**config.mk**
```make
export PLATFORM = sky130hd
export DESIGN_NAME = alu_ctrl_seq
export DESIGN_NICKNAME = d
export VERILOG_FILES = /design/src/rtl/alu_ctrl_seq.sv
export SDC_FILE = /design/constraint.sdc
export NUM_CORES = 1
export LEC_CHECK = 0
export CORE_MARGIN = 5
export CORE_UTILIZATION = 55
export DETAILED_ROUTE_END_ITERATION = 10
export DONT_BUFFER_PORTS = 1
export PLACE_DENSITY = 0.7
export SLEW_MARGIN = 15
export SYNTH_ARGS = -nofsm -noshare
export SYNTH_HDL_FRONTEND = slang
export SYNTH_SLANG_ARGS = --single-unit
export TNS_END_PERCENT = 10
```
**constraint.sdc**
```tcl
create_clock -name clk -period 1.9 [get_ports clk]
set_input_delay 0.095 -clock clk [delete_from_list [all_inputs] [get_ports clk]]
set_output_delay 0.095 -clock clk [all_outputs]
set_load 0.005 [all_outputs]
```
**src/rtl/alu_ctrl_seq.sv**
```systemverilog
// Registered, handshaked ALU control decoder for the multi-cycle datapath.
// Decodes ALUop/funct3/funct7 into a 5-bit op code and holds MUL/DIV ops for their execute latency.
module alu_ctrl_seq #(
    parameter int ENABLE_M = 1,
    parameter int MUL_LAT  = 2,
    parameter int DIV_LAT  = 33
) (
    input  logic       clk,
    input  logic       rst,
    input  logic       flush,
    input  logic       in_valid,
    output logic       in_ready,
    input  logic [1:0] ALUop,
    input  logic [2:0] funct3,
    input  logic [6:0] funct7,
    output logic       out_valid,
    input  logic       out_ready,
    output logic [4:0] ALUctrl,
    output logic       multi_cycle,
    output logic       illegal,
    output logic       busy
);

    localparam int MAX_LAT = (MUL_LAT > DIV_LAT) ? MUL_LAT : DIV_LAT;
    localparam int CW      = $clog2(MAX_LAT + 1);
    localparam logic [CW-1:0] MUL_CNT = CW'(MUL_LAT);
    localparam logic [CW-1:0] DIV_CNT = CW'(DIV_LAT);

    localparam logic [4:0] OP_ADD  = 5'h00;
    localparam logic [4:0] OP_SUB  = 5'h01;
    localparam logic [4:0] OP_SLL  = 5'h02;
    localparam logic [4:0] OP_SLT  = 5'h03;
    localparam logic [4:0] OP_SLTU = 5'h04;
    localparam logic [4:0] OP_XOR  = 5'h05;
    localparam logic [4:0] OP_SRL  = 5'h06;
    localparam logic [4:0] OP_SRA  = 5'h07;
    localparam logic [4:0] OP_OR   = 5'h08;
    localparam logic [4:0] OP_AND  = 5'h09;

    localparam logic [6:0] F7_BASE = 7'h00;
    localparam logic [6:0] F7_ALT  = 7'h20;
    localparam logic [6:0] F7_MEXT = 7'h01;

    typedef enum logic [1:0] {
        S_IDLE,
        S_WAIT,
        S_OUT
    } state_e;

    state_e        state_q, state_d;
    logic [CW-1:0] cnt_q, cnt_d;
    logic [4:0]    code_q, code_d;
    logic          ill_q, ill_d;
    logic          mc_q, mc_d;

    logic [4:0]    decCode;
    logic          decIll;
    logic          decMulti;
    logic          accept;

    function automatic logic [4:0] stdMap(input logic [2:0] f3);
        logic [4:0] code;
        case (f3)
            3'b000:  code = OP_ADD;
            3'b001:  code = OP_SLL;
            3'b010:  code = OP_SLT;
            3'b011:  code = OP_SLTU;
            3'b100:  code = OP_XOR;
            3'b101:  code = OP_SRL;
            3'b110:  code = OP_OR;
            default: code = OP_AND;
        endcase
        return code;
    endfunction

    // M-extension codes are 0x10 + funct3, so bit 4 marks multi-cycle and bit 2 marks the divide class.
    always_comb begin
        decCode = OP_ADD;
        decIll  = 1'b0;
        case (ALUop)
            2'b01: begin
                case (funct3)
                    3'b000, 3'b001: decCode = OP_SUB;
                    3'b100, 3'b101: decCode = OP_SLT;
                    3'b110, 3'b111: decCode = OP_SLTU;
                    default:        decIll  = 1'b1;
                endcase
            end
            2'b10: begin
                if (funct7 == F7_BASE) begin
                    decCode = stdMap(funct3);
                end else if (funct7 == F7_ALT && funct3 == 3'b000) begin
                    decCode = OP_SUB;
                end else if (funct7 == F7_ALT && funct3 == 3'b101) begin
                    decCode = OP_SRA;
                end else if (funct7 == F7_MEXT && ENABLE_M != 0) begin
                    decCode = {2'b10, funct3};
                end else begin
                    decIll = 1'b1;
                end
            end
            2'b11: begin
                decCode = stdMap(funct3);
                if (funct3 == 3'b001 && funct7 != F7_BASE) begin
                    decIll = 1'b1;
                end else if (funct3 == 3'b101) begin
                    if (funct7 == F7_ALT) begin
                        decCode = OP_SRA;
                    end else if (funct7 != F7_BASE) begin
                        decIll = 1'b1;
                    end
                end
            end
            default: decCode = OP_ADD;
        endcase
        if (decIll) begin
            decCode = OP_ADD;
        end
        decMulti = !decIll && decCode[4];
    end

    always_ff @(posedge clk) begin
        if (rst) begin
            state_q <= S_IDLE;
            cnt_q   <= '0;
            code_q  <= OP_ADD;
            ill_q   <= 1'b0;
            mc_q    <= 1'b0;
        end else begin
            state_q <= state_d;
            cnt_q   <= cnt_d;
            code_q  <= code_d;
            ill_q   <= ill_d;
            mc_q    <= mc_d;
        end
    end

    always_comb begin
        state_d = state_q;
        cnt_d   = cnt_q;
        code_d  = code_q;
        ill_d   = ill_q;
        mc_d    = mc_q;
        accept  = in_valid && in_ready;

        case (state_q)
            S_WAIT: begin
                if (cnt_q <= CW'(1)) begin
                    state_d = S_OUT;
                    cnt_d   = '0;
                end else begin
                    cnt_d = cnt_q - CW'(1);
                end
            end
            S_OUT: begin
                if (out_ready) begin
                    state_d = S_IDLE;
                end
            end
            default: state_d = state_q;
        endcase

        // An accept in OUT overrides the return to IDLE, giving back-to-back issue.
        if (accept) begin
            code_d = decCode;
            ill_d  = decIll;
            mc_d   = decMulti;
            if (decMulti) begin
                state_d = S_WAIT;
                cnt_d   = decCode[2] ? DIV_CNT : MUL_CNT;
            end else begin
                state_d = S_OUT;
                cnt_d   = '0;
            end
        end

        if (flush) begin
            state_d = S_IDLE;
            cnt_d   = '0;
        end
    end

    always_comb begin
        in_ready    = !flush && (state_q == S_IDLE || (state_q == S_OUT && out_ready));
        out_valid   = (state_q == S_OUT);
        busy        = (state_q == S_WAIT);
        ALUctrl     = code_q;
        illegal     = ill_q;
        multi_cycle = mc_q;
    end

endmodule

```
# ---- After elaboration in Yosys (flattened, before gate mapping)
# Index checks and enable logic that the tools add are counted.
dict set report totals {
  regBits 15
  word_cells 76
  output_inout_bits 10
  input_bits 17
}
dict set report op_classes {
  n_eq_ne 16
  n_reduce_logical 22
  muxes 31
  magnitude_cmp 1
  add_sub_neg 1
}
# cell n
set op_table {}
lappend op_table {{5-bit two-way mux} 8}
lappend op_table {{6-bit two-way mux} 5}
lappend op_table {{4-bit case mux with 7 select lines} 1}
lappend op_table {{5-bit case mux with 3 select lines} 1}
lappend op_table {{3-bit == test (second input constant)} 4}
lappend op_table {{1-bit two-way mux} 9}
lappend op_table {{3-bit case mux with 3 select lines} 1}
lappend op_table {{2-bit two-way mux} 4}
lappend op_table {{2-bit OR reduction} 4}
lappend op_table {{7-bit by 1-bit == test with 1-bit output (second input constant)} 1}
lappend op_table {{7-bit by 6-bit == test with 1-bit output (second input constant)} 1}
lappend op_table {{1-bit logical AND} 7}
lappend op_table {{7-bit zero test} 1}
lappend op_table {{7-bit nonzero test} 1}
lappend op_table {{2-bit == test (second input constant)} 3}
lappend op_table {{3-bit by 2-bit == test with 1-bit output (second input constant)} 2}
lappend op_table {{6-bit by 1-bit less-or-equal comparator with 1-bit output (second input constant)} 1}
lappend op_table {{3-bit by 1-bit != test with 1-bit output (second input constant)} 2}
lappend op_table {{6-bit OR reduction} 1}
lappend op_table {{6-bit by 1-bit subtractor with 6-bit output (second input constant)} 1}
lappend op_table {{2-bit by 1-bit == test with 1-bit output (second input constant)} 2}
lappend op_table {{2-bit case mux with 2 select lines} 1}
lappend op_table {{3-bit by 1-bit == test with 1-bit output (second input constant)} 1}
lappend op_table {{3-bit zero test} 1}
lappend op_table {{other kinds (7)} 8}

# ---- Depth between registers and ports, before layout
# Gate-level depths: netlist of the first run.
dict set report logic_depth {
  ltp_word 10
  depth_mapped 7
}

# ---- Worst setup path before layout of the first run
# Ideal clock, no wire load.
dict set report synth_path {
  path_kind {register to register}
  start {reg cnt_q[2]}
  end {reg state_q[0]}
  path_slack_ps 286
  path_stages_with_launch 6
  required_ps 1773
  path_buffers 0
  arrival_ps 1487
  setup_time_ps 127
  path_cell_list {dfxtp_1 > or3_4 > or3_1 > a22o_1 > mux2i_1 > nor3_1}
}
dict set report synth_via {
  elab_chain_len 3
}
# item line
set synth_rtl {}
lappend synth_rtl {{start, declared} 51} ;# logic [CW-1:0] cnt_q, cnt_d;
lappend synth_rtl {{start signal, assigned} 131} ;# cnt_q <= cnt_d;
lappend synth_rtl {{6-bit by 1-bit less-or-equal comparator with 1-bit output} 148} ;# if (cnt_q <= CW'(1)) begin
lappend synth_rtl {{3-bit by 1-bit != test with 1-bit output (no line)} -}
lappend synth_rtl {{3-bit AND reduction (no line)} -}
lappend synth_rtl {{end signal, assigned} 130} ;# state_q <= state_d;
lappend synth_rtl {{end, declared} 50} ;# state_e state_q, state_d;
# No other way between the ends.
# A chain may end at the register's enable or synchronous reset.

# ---- Final worst setup path of the first run
dict set report layout_path {
  start {reg state_q[0]}
  end {reg code_q[0], in the netlist ALUctrl[0]}
}
dict set report layout_via {
  elab_chain_len 5
}
# item line
set layout_rtl {}
lappend layout_rtl {{2-bit == test} -}
lappend layout_rtl {{named net out_valid} 16} ;# output logic out_valid,
lappend layout_rtl {{1-bit logical AND} 184} ;# in_ready = !flush && (state_q == S_IDLE || (state_q == S_OUT && out_ready));
lappend layout_rtl {{1-bit logical OR} 184}
lappend layout_rtl {{1-bit logical AND} 184}
lappend layout_rtl {{1-bit logical AND} 144} ;# accept = in_valid && in_ready;
lappend layout_rtl {{end signal, assigned} 132} ;# code_q <= code_d;
lappend layout_rtl {{end, declared} 52} ;# logic [4:0] code_q, code_d;
# The timed path passes the listed nets, and every way through them passes these cells.

==> results.json, run 1 <==
{
  "p_per_area_nw_per_um2": 474.7,
  "synthToLayoutAreaGrowth_pct": 6.321,
  "cp-start-kind": "register",
  "drv_cap": 0,
  "skew_ns": 0.002177,
  "synthCells": 149,
  "max_stage_delay_ns": 0.39,
  "period_needed_ns": 1.745,
  "p_sw_uw": 142.2,
  "grt_pass1_vias": 995,
  "cp_max_fo": 5,
  "period_share_pct": 91.83,
  "fin_util_pct": 60.70,
  "hold_end": "state_q[1]",
  "grt_pass1_wl_mm": 4.257,
  "die_area_um2": 3013,
  "synthesis.area_um2": 1109,
  "cpLargestDelayFamily": "compound AO/OA/AOI/OAI gates",
  "yosysSeqAreaShare_pct": 25.28,
  "drive_gt1_share_pct": 9.272,
  "clock_sinks": 14,
  "avgViaCountPerCell": 6.090,
  "fill_cells": 191,
  "crit_chain": "inv_1 -> ha_1 -> a21o_1 -> nand2_1 -> buf_4 -> nor2_1 -> o211ai_1 -> o21ai_0",
  "port_buffers": 0,
  "place_inst": 173,
  "start_util_pct": 57.09,
  "diodes": 0,
  "hpwl_mm": 2.014,
  "r2r_setup_slack_ns": 0.16,
  "grt_antenna_before_repair": 0,
  "ant_nets": 0,
  "cp-end-kind": "register",
  "worstMarginPinSlew_ns": 0.5056,
  "post-place-ws_ns": 0.1001,
  "fmax_mhz": 573.1,
  "ir_drop_mv": 0.3616,
  "avgSynthCellArea_um2": 7.440,
  "worstPathArrival_ns": 1.89,
  "p_int_uw": 417.3,
  "floorplan.rows": 16,
  "rsz0062_at_grt": "false",
  "reg2reg_from": "state_q[0]",
  "synth_seq_cells": 14,
  "synth_edf_count": 0,
  "slew_violations": 0,
  "path_clk_slew_ns": 0.08,
  "wl_per_cell_um": 14.26,
  "drc_errors": 0,
  "fin_cells": 178,
  "numCtsBuffers": 3,
  "clk_latency_ns": 0.27,
  "ys_async_sr_fraction_pct": 0,
  "final-seq-area_um2": 280.3,
  "setup_tns_ns": 0,
  "critPathBufInv": 2,
  "switching_share_pct": 25.41,
  "hp-start": "rst",
  "crit_path_top_delay_cell": "dfxtp_1",
  "reg2reg_depth": 8,
  "relSlewSlack_pct": 66.14,
  "path_class": "reg -> reg",
  "gp_congestion": 0.8074,
  "initialDrtViolationCount": 10,
  "pwr-share-clk_pct": 28.3,
  "multi_input_area_um2": 758.2,
  "grt_overflow": 0,
  "p_seq_share_pct": 53.8,
  "hold_path_depth": 2,
  "dieHeight_um": 54.90,
  "grt_max_degree": 15,
  "p_comb_share_pct": 18.0,
  "p_leak_nw": 0.3983,
  "p_total_uw": 559.5,
  "num_vias": 1084,
  "core_area_um2": 1942,
  "critPathRequiredTime_ns": 2.05,
  "hold_viol": 0,
  "synth.distinct_cells": 46,
  "firstDrtPassIters": 4,
  "finalSetupViolCount": 0,
  "final.setup.worst_slack_ns": 0.1552,
  "cts-root-buf": "clkbuf_4",
  "syn_nets": 172,
  "nNetsFinal": 176,
  "tritoncts": "built",
  "regToRegEndpoint": "ALUctrl[0]",
  "die_x_um": 54.90,
  "hold_path.class": "in -> reg",
  "synth_warnings": 0,
  "status": "completed",
  "routed_wl_mm": 2.538,
  "ioPinCount": 27,
  "ys_dominant_reg_cell": "dfxtp_1",
  "cts_buffer_depth": 2,
  "grtUsageTotal_pct": 19.22,
  "cts_max_level": 1
}
[Yosys cell counts (2+ instances only)]
cell type	n	share of area, %
buf_2	4	1.8
nand4_1	2	1.1
a22o_1	3	2.4
o31a_1	2	1.6
and2_1	2	1.1
dfxtp_1	14	25
ha_1	6	6.8
inv_1	9	3.0
nor2b_1	3	1.7
a31oi_1	4	2.3
o22ai_1	3	1.7
nor4b_1	2	1.6
nand3_1	3	1.4
nor3_1	13	5.9
nand2b_1	5	2.8
or3_2	2	1.4
nand3b_1	2	1.4
nor2_1	12	4.1
o21ai_0	5	2.3
nand2_1	11	3.7
nor3b_1	2	1.4
o211ai_1	2	1.4
a21oi_1	15	6.8
[cell usage in the layout, fill, tap and decap left out, drive strengths merged, types with 2 or more instances in the layout]
cell,instances
nand2,11
o211ai,2
a22o,3
ha,6
a31oi,4
nand3b,2
and2,2
nand4,2
nand2b,5
nor2,12
o21ai,6
o31a,2
or4,2
nor4,2
nor3,14
nand3,3
a21oi,15
o22ai,3
nor3b,2
dlygate4sd3,2
inv,9
clkbuf,3
dfxtp,14
nor4b,2
nor2b,3
buf,4
or3,4
[final cells by class]
| type | count | share of cell area [%] |
|---|---|---|
| tap | 27 | 2.866 |
| multi-input combinational | 119 | 64.33 |
| inverter | 9 | 2.866 |
| clock buffer | 3 | 1.911 |
| timing repair buffer | 6 | 4.246 |
| sequential | 14 | 23.78 |
[metrics by stage]
stage | cell area, um^2 | hold slack, ns
2_1_floorplan | 1109 | 0.1743
3_3_place_gp | 1136 | 0.1700
3_5_place_dp | 1136 | 0.1704
4_1_cts | 1179 | 0.01723
5_1_grt | 1179 | 0.008561
6_report | 1179 | 0.02252
[state kept, by name, summed over array words and instances, names as in the netlist]
| name | flops |
|---|---|
| state_q | 2 |
| illegal | 1 |
| cnt_q | 6 |
| ALUctrl | 5 |
[power groups by stage]
| stage | clock network (mW) | logic, mW | registers [mW] |
|---|---|---|---|
| finish | 0.158 | 0.100 | 0.301 |
| global route | 0.183 | 0.112 | 0.302 |
| CTS | 0.165 | 0.0998 | 0.301 |
| detailed placement | 0 | 0.0949 | 0.308 |
| global placement | 0 | 0.0918 | 0.308 |
| floorplan | 0 | 0.0896 | 0.307 |
[worst register-to-register path, stage by stage (launching register included)]
cell and delay (ns):
dfxtp_1 0.39, inv_1 0.08, ha_1 0.24, a21o_1 0.20, nand2_1 0.21, buf_4 0.18
nor2_1 0.04, o211ai_1 0.14, o21ai_0 0.14
[cell families after synthesis]
group / after synthesis / share of synthesized area, %
flip-flops: 14 / 25.28
multiplexers: 1 / 0.9030
AO/OA/AOI/OAI: 42 / 23.93
XOR/XNOR: 1 / 0.7902
AND/OR/NAND/NOR: 69 / 36.00
adder cells (fa/ha/maj): 6 / 6.772
buffers and inverters: 16 / 6.320
[metal layers]
metal,part of all wire (%),vias up,GRT usage [%]
li1,-,557,-
met2,46,34,30.91
met1,46,491,25.24
met5,0,-,0
met4,0.28,0,5.263
met3,8.1,2,5.094
[how the worst max path moves through the flow]
stage / slack [ns] / cells after the start / to / startpoint
floorplan: 0.29 / 5 / state_q[0] / cnt_q[2]
global placement: 0.14 / 7 / cnt_q[0] / state_q[0]
detailed placement: 0.10 / 7 / cnt_q[5] / state_q[0]
CTS: 0.08 / 7 / cnt_q[5] / state_q[0]
global route: 0.03 / 7 / cnt_q[3] / state_q[1]
finish: 0.16 / 8 / ALUctrl[0] / state_q[0]
[timing repair]
| item | in CTS | in global routing |
|---|---|---|
| hold buffers | 2 | 0 |
| endpoints found under the hold margin | 4 | 0 |
| setup endpoints to repair | 0 | 3 |
| gates resized for setup | 0 | 0 |
| buffers inserted | 0 | 0 |
(Power assumes the default switching activity.)
==> run 2, diff against run 1 <==
--- a/config.mk
+++ b/config.mk
@@ -9,7 +9,7 @@
 export CORE_UTILIZATION = 55
 export DETAILED_ROUTE_END_ITERATION = 10
 export DONT_BUFFER_PORTS = 1
-export PLACE_DENSITY = 0.7
+export PLACE_DENSITY = 0.73
 export SLEW_MARGIN = 15
 export SYNTH_ARGS = -nofsm -noshare
 export SYNTH_HDL_FRONTEND = slang
==> constraint.sdc (replaced) <==
create_clock -name clk -period 1.6 [get_ports clk]
set_input_delay 0.08 -clock clk [delete_from_list [all_inputs] [get_ports clk]]
set_output_delay 0.08 -clock clk [all_outputs]
set_load 0.005 [all_outputs]
==> results.json, run 2 (same netlist as run 1, synthesis figures left out) <==
{
  "period_needed_ns": 1.655,
  "drc_errors": 0,
  "cts_setup_buffers": 0,
  "cts-root-buf": "clkbuf_4",
  "grt_antenna_before_repair": 0,
  "fmax_mhz": 604.2,
  "fin_hold_ws_ns": -0.1376,
  "diodes": 0,
  "hold_path.class": "in -> reg",
  "cp-start-kind": "register",
  "hpwl_mm": 2.253,
  "grt_overflow": 0,
  "numCtsBuffers": 3,
  "period_share_pct": 103.4,
  "firstDrtPassIters": 4,
  "violations": "negative hold slack, negative setup slack",
  "finalSetupViolCount": 5,
  "cp_max_fo": 4,
  "gp_congestion": 0.8289,
  "grtUsageTotal_pct": 21.77,
  "cp-end-kind": "register",
  "relSlewSlack_pct": 65.06,
  "port_buffers": 0,
  "clock_sinks": 14,
  "die_x_um": 54.90,
  "place_inst": 182,
  "routed_wl_mm": 2.912,
  "hold_end": "ALUctrl[4]",
  "crit_path_top_delay_cell": "or3_4",
  "p_leak_nw": 0.4498,
  "max_stage_delay_ns": 0.37,
  "hold_viol": 4,
  "floorplan.rows": 16,
  "grt_pass1_vias": 1070,
  "drv_cap": 0,
  "critPathRequiredTime_ns": 1.81,
  "r2r_setup_slack_ns": -0.05,
  "critPathBufInv": 0,
  "crit_path_frequent_cell": "or3_4",
  "fill_cells": 185,
  "hold_path_depth": 1,
  "num_vias": 1115,
  "regMostFlops": "cnt_q",
  "ant_nets": 0,
  "grt_max_degree": 15,
  "reg2reg_depth": 5,
  "final-seq-area_um2": 284.0,
  "rsz0062_at_grt": "true",
  "path_clk_slew_ns": 0.09,
  "regToRegEndpoint": "state_q[0]",
  "synthToLayoutAreaGrowth_pct": 15.80,
  "worstMarginPinSlew_ns": 0.5168,
  "dieHeight_um": 54.90,
  "clk_latency_ns": 0.28,
  "fin_cells": 187,
  "largest_reg_flops": 6,
  "layout_common_cells": "15 x a21oi_1, 13 x buf_4, 11 x dfxtp_1",
  "p_per_area_nw_per_um2": 574.0,
  "ioPinCount": 27,
  "cts_max_level": 1,
  "post-route-cell-area_um2": 1284,
  "grt_pass1_wl_mm": 4.843,
  "reg2reg_from": "cnt_q[3]",
  "worstPathArrival_ns": 1.87,
  "slew_violations": 0,
  "tritoncts": "built",
  "core_area_um2": 1942,
  "die_area_um2": 3013,
  "multi_input_area_um2": 788.3,
  "path_class": "reg -> reg",
  "drive_gt1_share_pct": 22.50,
  "final_common_cell": "a21oi_1",
  "cts_buffer_depth": 2,
  "hp-start": "rst",
  "cpLargestDelayFamily": "simple AND/OR/NAND/NOR gates",
  "crit_chain": "or3_4 -> or3_4 -> a22o_1 -> mux2i_1 -> nor3_1",
  "nNetsFinal": 184,
  "avgViaCountPerCell": 5.963,
  "final.setup.worst_slack_ns": -0.05498,
  "start_util_pct": 57.09,
  "skew_ns": 0.006881,
  "ir_drop_mv": 0.4839,
  "initialDrtViolationCount": 29,
  "status": "finished with violations",
  "place_area_um2": 1204,
  "wl_per_cell_um": 15.57
}
run 2: changes by cell type in the layout (fill, tap and decap cells not counted), moves of 2 or more:
cell	delta
buf_4	+9
dfxtp_1	-3
dfxtp_2	+3
nor2_1	-2
nor2_2	+2
nor3_1	-3
nor3_2	+3
run 2: where the power goes:
part	leakage [nW]	switching [mW]	internal (mW)
clock network	0.0210	0.114	0.138
registers	0.115	0.00493	0.354
logic	0.314	0.0655	0.0599
total	0.450	0.185	0.552
run 2: metal layers:
metal / vias up / global-route usage, % / share of wire [%]
met5: - / 0 / 0
met4: 0 / 2.429 / 0.41
met3: 2 / 6.971 / 6.6
met2: 26 / 37.01 / 48
met1: 517 / 27.66 / 45
li1: 570 / - / -
run 2: through the flow:
step / TNS [ns] / setup WS (ns) / utilization (%) / total power [mW]
6_report: -0.1270 / -0.05498 / 66.11 / 0.7368
5_1_grt: -0.9686 / -0.1521 / 66.11 / 0.7747
2_1_floorplan: 0 / 0.007939 / - / 0.4709
3_5_place_dp: -0.4908 / -0.1048 / 61.98 / 0.4840
3_3_place_gp: -0.1220 / -0.03956 / 61.98 / 0.4793
4_1_cts: -0.1446 / -0.06679 / 64.95 / 0.7377
run 2: cell type report:
type / instances / share of cell area, %
multi-input combinational: 119 / 61.40
clock buffer: 4 / 2.827
inverter: 9 / 2.632
tap: 27 / 2.632
sequential: 14 / 22.12
timing repair buffer: 14 / 8.382
run 2: worst reg2reg max path, stage by stage (launching register included):
cell	delay, ns
dfxtp_2	0.34
or3_4	0.36
or3_4	0.37
a22o_1	0.24
mux2i_1	0.13
nor3_1	0.14
run 2: repair_timing:
action	in CTS	in global routing
gates resized for setup	7	5
endpoints found under the hold margin	4	5
pin swaps	1	1
endpoints found under the setup margin	9	12
run 2: worst max path at each step:
stage	start	endpoint	slack, ns	depth (start not counted)
after floorplan	cnt_q[2]	state_q[0]	0.008	5
after global placement	state_q[0]	cnt_q[5]	-0.04	7
after detailed placement	state_q[0]	cnt_q[5]	-0.10	7
after CTS	cnt_q[3]	state_q[0]	-0.07	5
after global routing	cnt_q[3]	state_q[0]	-0.15	5
final	cnt_q[3]	state_q[0]	-0.05	5
